`src/rtl/fetch_unit_pkg.sv`:
```
// Shared definitions for the instruction-fetch stage.
//   state_e        FSM encodings S_BOOT/S_RUN/S_STALL/S_FLUSH
//   NOP_WORD       default bubble instruction (sll $0,$0,0)
//   DEF_RESET_PC   default reset byte address
//   DEF_MEM_WORDS  default instruction memory depth in words
//   align_target   clears the byte-offset bits of a redirect target
package fetch_unit_pkg;

   typedef enum logic [1:0] {
      S_BOOT  = 2'd0,
      S_RUN   = 2'd1,
      S_STALL = 2'd2,
      S_FLUSH = 2'd3
   } state_e;

   localparam logic [31:0] NOP_WORD      = 32'h0000_0000;
   localparam logic [31:0] DEF_RESET_PC  = 32'h0000_0000;
   localparam int unsigned DEF_MEM_WORDS = 1024;

   function automatic logic [31:0] align_target(input logic [31:0] target);
      return target & ~32'h3;
   endfunction

endpackage

```
`src/rtl/fetch_unit_if.sv`:
```
// Instruction memory port of the fetch stage.
//   inst_reg  word index presented to inst_mem (fetch side drives)
//   inst_in   word returned combinationally by inst_mem
// Modports: master = fetch unit, slave = instruction memory.
interface fetch_unit_if;

   logic [31:0] inst_reg;
   logic [31:0] inst_in;

   modport master (output inst_reg, input inst_in);
   modport slave  (input inst_reg, output inst_in);

endinterface

```
`src/rtl/fetch_unit_next_pc_sel.sv`:
```
// Next-PC priority mux with redirect alignment check.
//   pc             current PC (byte address)
//   hold           keep PC (stall, or boot cycle)
//   branch_taken   / branch_target   EX branch redirect
//   jump           / jump_target     ID jump redirect (highest priority)
//   next_pc        selected next PC
//   pc_plus4       pc + 4, modulo 2^32
//   redirect       a jump or taken branch is active
//   misaligned     the selected redirect target had nonzero [1:0]
module fetch_unit_next_pc_sel
   import fetch_unit_pkg::*;
(
   input  logic [31:0] pc,
   input  logic        hold,
   input  logic        branch_taken,
   input  logic [31:0] branch_target,
   input  logic        jump,
   input  logic [31:0] jump_target,
   output logic [31:0] next_pc,
   output logic [31:0] pc_plus4,
   output logic        redirect,
   output logic        misaligned
);

   always_comb begin
      pc_plus4   = pc + 32'd4;
      redirect   = jump | branch_taken;
      misaligned = 1'b0;
      next_pc    = pc_plus4;
      if (jump) begin
         next_pc    = align_target(jump_target);
         misaligned = |jump_target[1:0];
      end else if (branch_taken) begin
         next_pc    = align_target(branch_target);
         misaligned = |branch_target[1:0];
      end else if (hold) begin
         next_pc = pc;
      end
   end

endmodule

```
`src/rtl/fetch_unit.sv`:
```
// Instruction-fetch stage: PC register, fetch FSM, IF/ID pipeline register,
// fetch/bubble counters and sticky misalignment flag.
//   clk, rst                         clock, synchronous active-high reset
//   stall                            hold PC and IF/ID
//   branch_taken/branch_target       EX branch redirect
//   jump/jump_target                 ID jump redirect
//   imem                             inst_mem port (inst_reg out, inst_in back)
//   pc_out                           current PC
//   if_id_inst/if_id_pc4/if_id_valid IF/ID register
//   misalign_err                     sticky redirect misalignment
//   fetch_count/bubble_count         wrapping event counters
module fetch_unit
   import fetch_unit_pkg::*;
#(
   parameter logic [31:0] RESET_PC  = DEF_RESET_PC,
   parameter int unsigned MEM_WORDS = DEF_MEM_WORDS,
   parameter logic [31:0] NOP       = NOP_WORD
) (
   input  logic               clk,
   input  logic               rst,
   input  logic               stall,
   input  logic               branch_taken,
   input  logic [31:0]        branch_target,
   input  logic               jump,
   input  logic [31:0]        jump_target,
   fetch_unit_if.master       imem,
   output logic [31:0]        pc_out,
   output logic [31:0]        if_id_inst,
   output logic [31:0]        if_id_pc4,
   output logic               if_id_valid,
   output logic               misalign_err,
   output logic [31:0]        fetch_count,
   output logic [31:0]        bubble_count
);

   logic [31:0] pc;
   state_e      state;
   logic [31:0] next_pc;
   logic [31:0] pc_plus4;
   logic        redirect;
   logic        misaligned;
   logic        in_range;

   assign imem.inst_reg = {2'b00, pc[31:2]};
   assign pc_out        = pc;
   assign in_range      = imem.inst_reg < 32'(MEM_WORDS);

   // The boot cycle holds PC so the RESET_PC word is fetched on the cycle after it.
   fetch_unit_next_pc_sel u_next_pc_sel (
      .pc            (pc),
      .hold          (stall | (state == S_BOOT)),
      .branch_taken  (branch_taken),
      .branch_target (branch_target),
      .jump          (jump),
      .jump_target   (jump_target),
      .next_pc       (next_pc),
      .pc_plus4      (pc_plus4),
      .redirect      (redirect),
      .misaligned    (misaligned)
   );

   always_ff @(posedge clk) begin
      if (rst) begin
         pc           <= RESET_PC;
         state        <= S_BOOT;
         if_id_inst   <= NOP;
         if_id_pc4    <= 32'h0;
         if_id_valid  <= 1'b0;
         misalign_err <= 1'b0;
         fetch_count  <= 32'h0;
         bubble_count <= 32'h0;
      end else begin
         pc <= next_pc;
         if (misaligned) begin
            misalign_err <= 1'b1;
         end
         if (redirect) begin
            // Redirect wins over stall: the wrong-path fetch is squashed.
            if_id_inst   <= NOP;
            if_id_pc4    <= 32'h0;
            if_id_valid  <= 1'b0;
            bubble_count <= bubble_count + 32'd1;
            state        <= S_FLUSH;
         end else if (stall) begin
            bubble_count <= bubble_count + 32'd1;
            state        <= S_STALL;
         end else begin
            state <= S_RUN;
            if ((state == S_BOOT) || !in_range) begin
               if_id_inst   <= NOP;
               if_id_pc4    <= 32'h0;
               if_id_valid  <= 1'b0;
               bubble_count <= bubble_count + 32'd1;
            end else begin
               if_id_inst  <= imem.inst_in;
               if_id_pc4   <= pc_plus4;
               if_id_valid <= 1'b1;
               fetch_count <= fetch_count + 32'd1;
            end
         end
      end
   end

endmodule

```
`src/flat_wrapper.sv`:
```
// flat-port wrapper written by rule: the top's interface ports become plain ports
module fetch_unit_flat import fetch_unit_pkg::*;
#(
   parameter logic [31:0] RESET_PC  = DEF_RESET_PC,
   parameter int unsigned MEM_WORDS = DEF_MEM_WORDS,
   parameter logic [31:0] NOP       = NOP_WORD
)
  (clk, rst, stall, branch_taken, branch_target, jump, jump_target, pc_out, if_id_inst, if_id_pc4, if_id_valid, misalign_err, fetch_count, bubble_count, imem_inst_reg, imem_inst_in);
  fetch_unit_if imem_i ();
  input  logic clk;
  input  logic rst;
  input  logic stall;
  input  logic branch_taken;
  input  logic [31:0] branch_target;
  input  logic jump;
  input  logic [31:0] jump_target;
  output logic [31:0] pc_out;
  output logic [31:0] if_id_inst;
  output logic [31:0] if_id_pc4;
  output logic if_id_valid;
  output logic misalign_err;
  output logic [31:0] fetch_count;
  output logic [31:0] bubble_count;
  output wire logic [$bits(imem_i.inst_reg)-1:0] imem_inst_reg;
  input wire logic [$bits(imem_i.inst_in)-1:0] imem_inst_in;
  assign imem_inst_reg = imem_i.inst_reg;
  assign imem_i.inst_in = imem_inst_in;
  fetch_unit #(.RESET_PC(RESET_PC), .MEM_WORDS(MEM_WORDS), .NOP(NOP)) u_core (.clk(clk), .rst(rst), .stall(stall), .branch_taken(branch_taken), .branch_target(branch_target), .jump(jump), .jump_target(jump_target), .imem(imem_i), .pc_out(pc_out), .if_id_inst(if_id_inst), .if_id_pc4(if_id_pc4), .if_id_valid(if_id_valid), .misalign_err(misalign_err), .fetch_count(fetch_count), .bubble_count(bubble_count));
endmodule
```
`config.mk`:
```
export PLATFORM = sky130hd
export DESIGN_NAME = fetch_unit_flat
export DESIGN_NICKNAME = d
export VERILOG_FILES = /design/src/rtl/fetch_unit_pkg.sv /design/src/rtl/fetch_unit_if.sv /design/src/rtl/fetch_unit_next_pc_sel.sv /design/src/rtl/fetch_unit.sv /design/src/flat_wrapper.sv
export SDC_FILE = /design/constraint.sdc
export NUM_CORES = 1
export LEC_CHECK = 0
export CAP_MARGIN = 20
export CORE_MARGIN = 2
export CORE_UTILIZATION = 35
export DETAILED_ROUTE_END_ITERATION = 8
export GPL_ROUTABILITY_DRIVEN = 0
export HOLD_SLACK_MARGIN = 0.06
export PLACE_DENSITY = 0.66
export SYNTH_ARGS = -nofsm -noshare
export SYNTH_HDL_FRONTEND = slang
export SYNTH_SLANG_ARGS = --single-unit
```
`constraint.sdc`:
```
create_clock -name clk -period 2.56 [get_ports clk]
set_input_delay 0.384 -clock clk [delete_from_list [all_inputs] [get_ports clk]]
set_output_delay 0.384 -clock clk [all_outputs]
set_load 0.01 [all_outputs]
```
==> impl_metrics.ini, run 1 <==
[placement]
postPlaceCellArea_um2 = 11000
io_buffers = 288
numPlacedInstances = 1466
post-place-ws_ps = 4.85
dp_hpwl_um = 18900

[routing]
antenna_left = 0
drc = 0
wl_per_cell_um = 17.7
drt_iter0_markers = 566
routed_wl_um = 26600
drt_pre_antenna_iters = 5
routed_via_density = 5.47
dr_total_vias = 8191

[power]
pwr_density_cell_nw_per_um2 = 522
power_uw = 6070
vdd_drop_max_mv = 0.338
p_leak_uw = 0.00407

[outcome]
status = finished, final reports clean

[finish]
nNetsFinal = 1309
final_common_cell = clkdlybuf4s50_1
syn2layout_area_growth_pct = 50.5
final_layout_size_suffix_gt1_share_pct = 9.77
fill_cells = 2104
diodes = 0
final_cell_area_um2 = 11600
layout_common_cells = clkdlybuf4s50_1, dfxtp_1, nor2_1
finalNonFillerCells = 1498

[floorplan]
die_width_um = 153
dieArea_um2 = 23300
fp.coreArea_um2 = 21800
rows = 54
die_height_um = 153
initial_core_util_pct = 35.5
io_pins = 295

[cts]
h-tree-depth = 4
cts_max_path_buffers = 2
cts_tree = built
clk_latency_ps = 420
clkSinkCount = 160
clkTransAtPathRegs_ps = 70
cts_buffers = 17
cts-root-buf = clkbuf_16
cts_hold_buf = 0

[synthesis]
yosys_warnings = 0
syn_area_um2 = 7720
synth_seq_area_share_pct = 41.5
yosys_most_used_dff = dfxtp_1
synth_edf_count = 0
synthCells = 925
synth_seq_cells = 160
synth_area_per_cell_um2 = 8.35
async_flop_share_pct = 0
synth.distinct_cells = 57

[sta]
max-slew-margin-rel_pct = 57.1
rsz0062_at_grt = false
fmax_mhz = 425
finalHoldViolCount = 0
setup_viol = 0
period_share_pct = 91.9
fin_ws_ps = 206
slew_violations = 0
worstMarginPinSlew_ps = 643
finalSetupTns_ps = 0
fin_crit_ps = 2350
fin_skew_ps = 9.28

[worst_setup_path]
worst-path-max-fanout = 9
arrival_ps = 2710
regToRegSetupSlack_ps = 210
worstPathRequired_ps = 2910
end_kind = flop
path_delay_family = simple AND/OR/NAND/NOR gates
path_cells = nor4_2 -> buf_4 -> nand2_1 -> or4_1 -> or3_1 -> a21oi_1
max_stage_delay_ps = 700
path_buf_inv = 1
cp_slowest_cell = or4_1
crit_type = reg2reg
crit_path_start_kind = flop

[global_route]
use_met3_pct = 4.32
grt_antenna_before_repair = 0
grt_pass1_wl_um = 41500
grt_start_max_net_pins = 67
gr-max-usage-layer = met2
grtUsageMet2_pct = 35.5
grtUsageTotal_pct = 22.0
grt_pass1_vias = 7602
gr-usage-met1_pct = 29.5
overflow = 0

[run]
drv_cap = 0

[min_path]
hold_class = in2reg
==> Yosys cell counts, types with 3 or more instances <==
master     count  share of area [%]
buf_1          5               0.24
nand2_1       37                1.8
or4_1         27                2.6
o211a_1        4               0.52
o31ai_1       23                2.2
buf_4         36                3.5
nor3_1        19                1.2
xor2_1        15                1.7
nor4_1        17                1.4
nand4_1       29                2.3
buf_2          7               0.45
and4_1        10                1.1
a222oi_1       4               0.52
a22o_1         8               0.91
and2_1         6               0.49
inv_1         24                1.2
xnor2_1       21                2.4
dfxtp_1      160                 41
clkbuf_1      50                2.4
nor2b_1        3               0.24
a221oi_1       6               0.68
a22oi_1       49                4.8
a211oi_1       6               0.58
nand3_1       37                2.4
nor2_1       102                5.0
o211ai_1       5               0.49
or3_1         19                1.5
mux2i_1        4               0.52
ha_1           3               0.49
a21oi_1       82                5.3
a31oi_1        3               0.24
o21ai_0       30                1.9
and3_1        32                2.6
o21bai_1       3               0.29
o2111ai_1      3               0.34
a221o_1        5               0.65
==> final cells by class <==
type	instances	area [um^2]	share of cell area, %
clock buffer	20	467	4.01
clock inverter	12	149	1.28
inverter	24	90.1	0.775
multi-input combinational	647	3960	34.0
sequential	160	3200	27.6
tap	280	350	3.01
timing repair buffer	355	3410	29.3
==> repair_timing <==
| action | 4_1_cts | 5_1_grt |
|---|---|---|
| gates resized for setup | 0 | 4 |
| buffers inserted | 0 | 0 |
| endpoints found under the hold margin | 0 | 0 |
| setup endpoints to repair | 0 | 19 |
==> worst paths after layout <==
check	start	end	depth (start not counted)
worst max-delay path	u_core.pc_out[12]$_SDFFE_PP0P_	u_core.fetch_count[15]$_SDFFE_PP0P_	6
worst min-delay path	rst	u_core.bubble_count[29]$_SDFFE_PP0P_	2
worst max register to register	u_core.pc_out[12]$_SDFFE_PP0P_	u_core.fetch_count[15]$_SDFFE_PP0P_	6
worst min register to register	u_core.misalign_err$_SDFFE_PP0P_	u_core.misalign_err$_SDFFE_PP0P_	2
==> stage by stage <==
step	util, %	hold slack [ps]
2_1_floorplan	-	496
3_5_place_dp	50.5	462
4_1_cts	53.3	258
3_3_place_gp	50.5	453
6_report	53.4	269
5_1_grt	53.4	260
==> cell families (layout without fill, tap and decap cells) <==
group	Yosys count	count (layout)	share of synthesized area, %
AO/OA/AOI/OAI	250	250	21.6
XOR/XNOR	36	36	4.08
adder cells (fa/ha/maj)	3	3	0.486
buffers and inverters	123	411	7.94
flip-flops	160	160	41.5
multiplexers	4	4	0.518
other	1	6	0.0485
AND/OR/NAND/NOR	348	348	23.9
==> registers in the layout, indices dropped and copies added, names as in the netlist <==
name / cells
u_core.fetch_count: 32
u_core.pc_out: 30
u_core.state: 2
u_core.if_id_valid: 1
u_core.bubble_count: 32
u_core.if_id_inst: 32
u_core.if_id_pc4: 30
u_core.misalign_err: 1
==> power breakdown <==
group / switching [uW] / internal (uW) / leakage [uW]
combinational: 407 / 438 / 0.00248
sequential: 42.5 / 2530 / 0.00130
clock: 1110 / 1540 / 0.000294
==> layer usage <==
layer,vias to the layer above,share of wire (%)
li1,3956,-
met2,316,47
met3,42,6.1
met5,-,0
met1,3877,45
met4,0,2.0
Note: power is estimated with default switching activity, not from simulation.
==> run 2: changes to the inputs <==
--- a/config.mk
+++ b/config.mk
@@ -11,7 +11,7 @@
 export DETAILED_ROUTE_END_ITERATION = 8
 export GPL_ROUTABILITY_DRIVEN = 0
 export HOLD_SLACK_MARGIN = 0.06
-export PLACE_DENSITY = 0.66
+export PLACE_DENSITY = 0.72
 export SYNTH_ARGS = -nofsm -noshare
 export SYNTH_HDL_FRONTEND = slang
 export SYNTH_SLANG_ARGS = --single-unit
==> impl_metrics.ini, run 2 (synthesis gave the netlist of run 1 again) <==
[routing]
antenna_left = 0
wl_per_cell_um = 17.5
routed_wl_um = 26100
drc = 0
drt_pre_antenna_iters = 6
dr_total_vias = 8220
drt_iter0_markers = 634
routed_via_density = 5.50

[power]
pwr_density_cell_nw_per_um2 = 519
p_leak_uw = 0.00405
power_uw = 6010
vdd_drop_max_mv = 0.457

[global_route]
grt_antenna_before_repair = 0
grtUsageTotal_pct = 21.8
overflow = 0
grt_pass1_vias = 7917
grt_pass1_wl_um = 41700
grt_start_max_net_pins = 95

[placement]
dp_hpwl_um = 18800
io_buffers = 288
postPlaceCellArea_um2 = 11000
post-place-ws_ps = -12.5

[worst_setup_path]
path_cells = nor4_1 -> buf_4 -> nand4_1 -> buf_4 -> or3_4 -> or4_1 -> a21oi_1
regToRegSetupSlack_ps = 190
crit_top_cell = buf_4
crit_path_start_kind = flop
worst-path-max-fanout = 14
end_kind = flop
worstPathRequired_ps = 2910
arrival_ps = 2720
crit_type = reg2reg
path_delay_family = simple AND/OR/NAND/NOR gates
path_buf_inv = 2
cp_slowest_cell = or4_1
max_stage_delay_ps = 530

[floorplan]
io_pins = 295
die_height_um = 153
initial_core_util_pct = 35.5
die_width_um = 153
rows = 54
dieArea_um2 = 23300
fp.coreArea_um2 = 21800

[sta]
fin_skew_ps = 12.1
rsz0062_at_grt = false
setup_viol = 0
slew_violations = 0
max-slew-margin-rel_pct = 57.2
fin_crit_ps = 2370
worstMarginPinSlew_ps = 642
fin_ws_ps = 186
period_share_pct = 92.7
fmax_mhz = 421
finalHoldViolCount = 0

[finish]
reg.largest.list = u_core.bubble_count: 32 flops, u_core.fetch_count: 32 flops, u_core.if_id_inst: 32 flops
syn2layout_area_growth_pct = 49.8
layout_common_cells = clkdlybuf4s50_1, dfxtp_1, nor2_1
fill_cells = 2057
final_cell_area_um2 = 11600
final_layout_size_suffix_gt1_share_pct = 9.31
nNetsFinal = 1305
final_common_cell = clkdlybuf4s50_1
diodes = 0

[cts]
postCtsSetupBuffers = 0
cts_tree = built
cts_buffers = 17
post_cts_resized = 0
clk_latency_ps = 420
clkSinkCount = 160
cts_max_path_buffers = 2
cts_hold_buf = 0
cts-root-buf = clkbuf_16
clkTransAtPathRegs_ps = 70
h-tree-depth = 4

[run]
drv_cap = 0

[outcome]
status = finished, final reports clean

[min_path]
hold_class = in2reg
run 2: metrics by stage:
stage          cells  setup TNS [ps]  hold WS, ps  utilization [%]
2_1_floorplan    930               0          496                -
3_3_place_gp    1462               0          465             50.4
3_5_place_dp    1462           -16.2          478             50.4
4_1_cts         1494               0          222             53.1
5_1_grt         1494               0          224             53.2
6_report        1494               0          224             53.2
run 2: worst paths after layout:
path                                    start                                  end  cells past startpoint
max            u_core.pc_out[20]$_SDFFE_PP0P_  u_core.fetch_count[24]$_SDFFE_PP0P_                      7
max reg2reg    u_core.pc_out[20]$_SDFFE_PP0P_  u_core.fetch_count[24]$_SDFFE_PP0P_                      7
min reg2reg  u_core.misalign_err$_SDFFE_PP0P_     u_core.misalign_err$_SDFFE_PP0P_                      2
min                                       rst     u_core.misalign_err$_SDFFE_PP0P_                      2
run 2: per-layer routing:
layer | part of all wire, % | vias to the layer above | GRT usage (%)
met3 | 6.6 | 37 | 5.03
met2 | 48 | 325 | 36.7
met1 | 44 | 3901 | 27.9
met4 | 1.9 | 0 | 6.31
met5 | 0 | - | 0
li1 | - | 3957 | -
run 2: power breakdown:
| group | switching, uW | total [uW] | internal, uW | leakage, uW |
|---|---|---|---|---|
| clock | 1120 | 2590 | 1470 | 0.000291 |
| combinational | 409 | 847 | 438 | 0.00246 |
| sequential | 40.1 | 2570 | 2530 | 0.00130 |
| total | 1570 | 6010 | 4440 | 0.00405 |
run 2: layout make-up:
cell class / count / area (um^2) / share of cell area (%)
Tap cell: 280 / 350 / 3.03
Timing Repair Buffer: 351 / 3380 / 29.2
Clock buffer: 18 / 429 / 3.71
Clock inverter: 14 / 170 / 1.47
Inverter: 24 / 90.1 / 0.778
Sequential cell: 160 / 3200 / 27.7
Multi-Input combinational cell: 647 / 3950 / 34.1
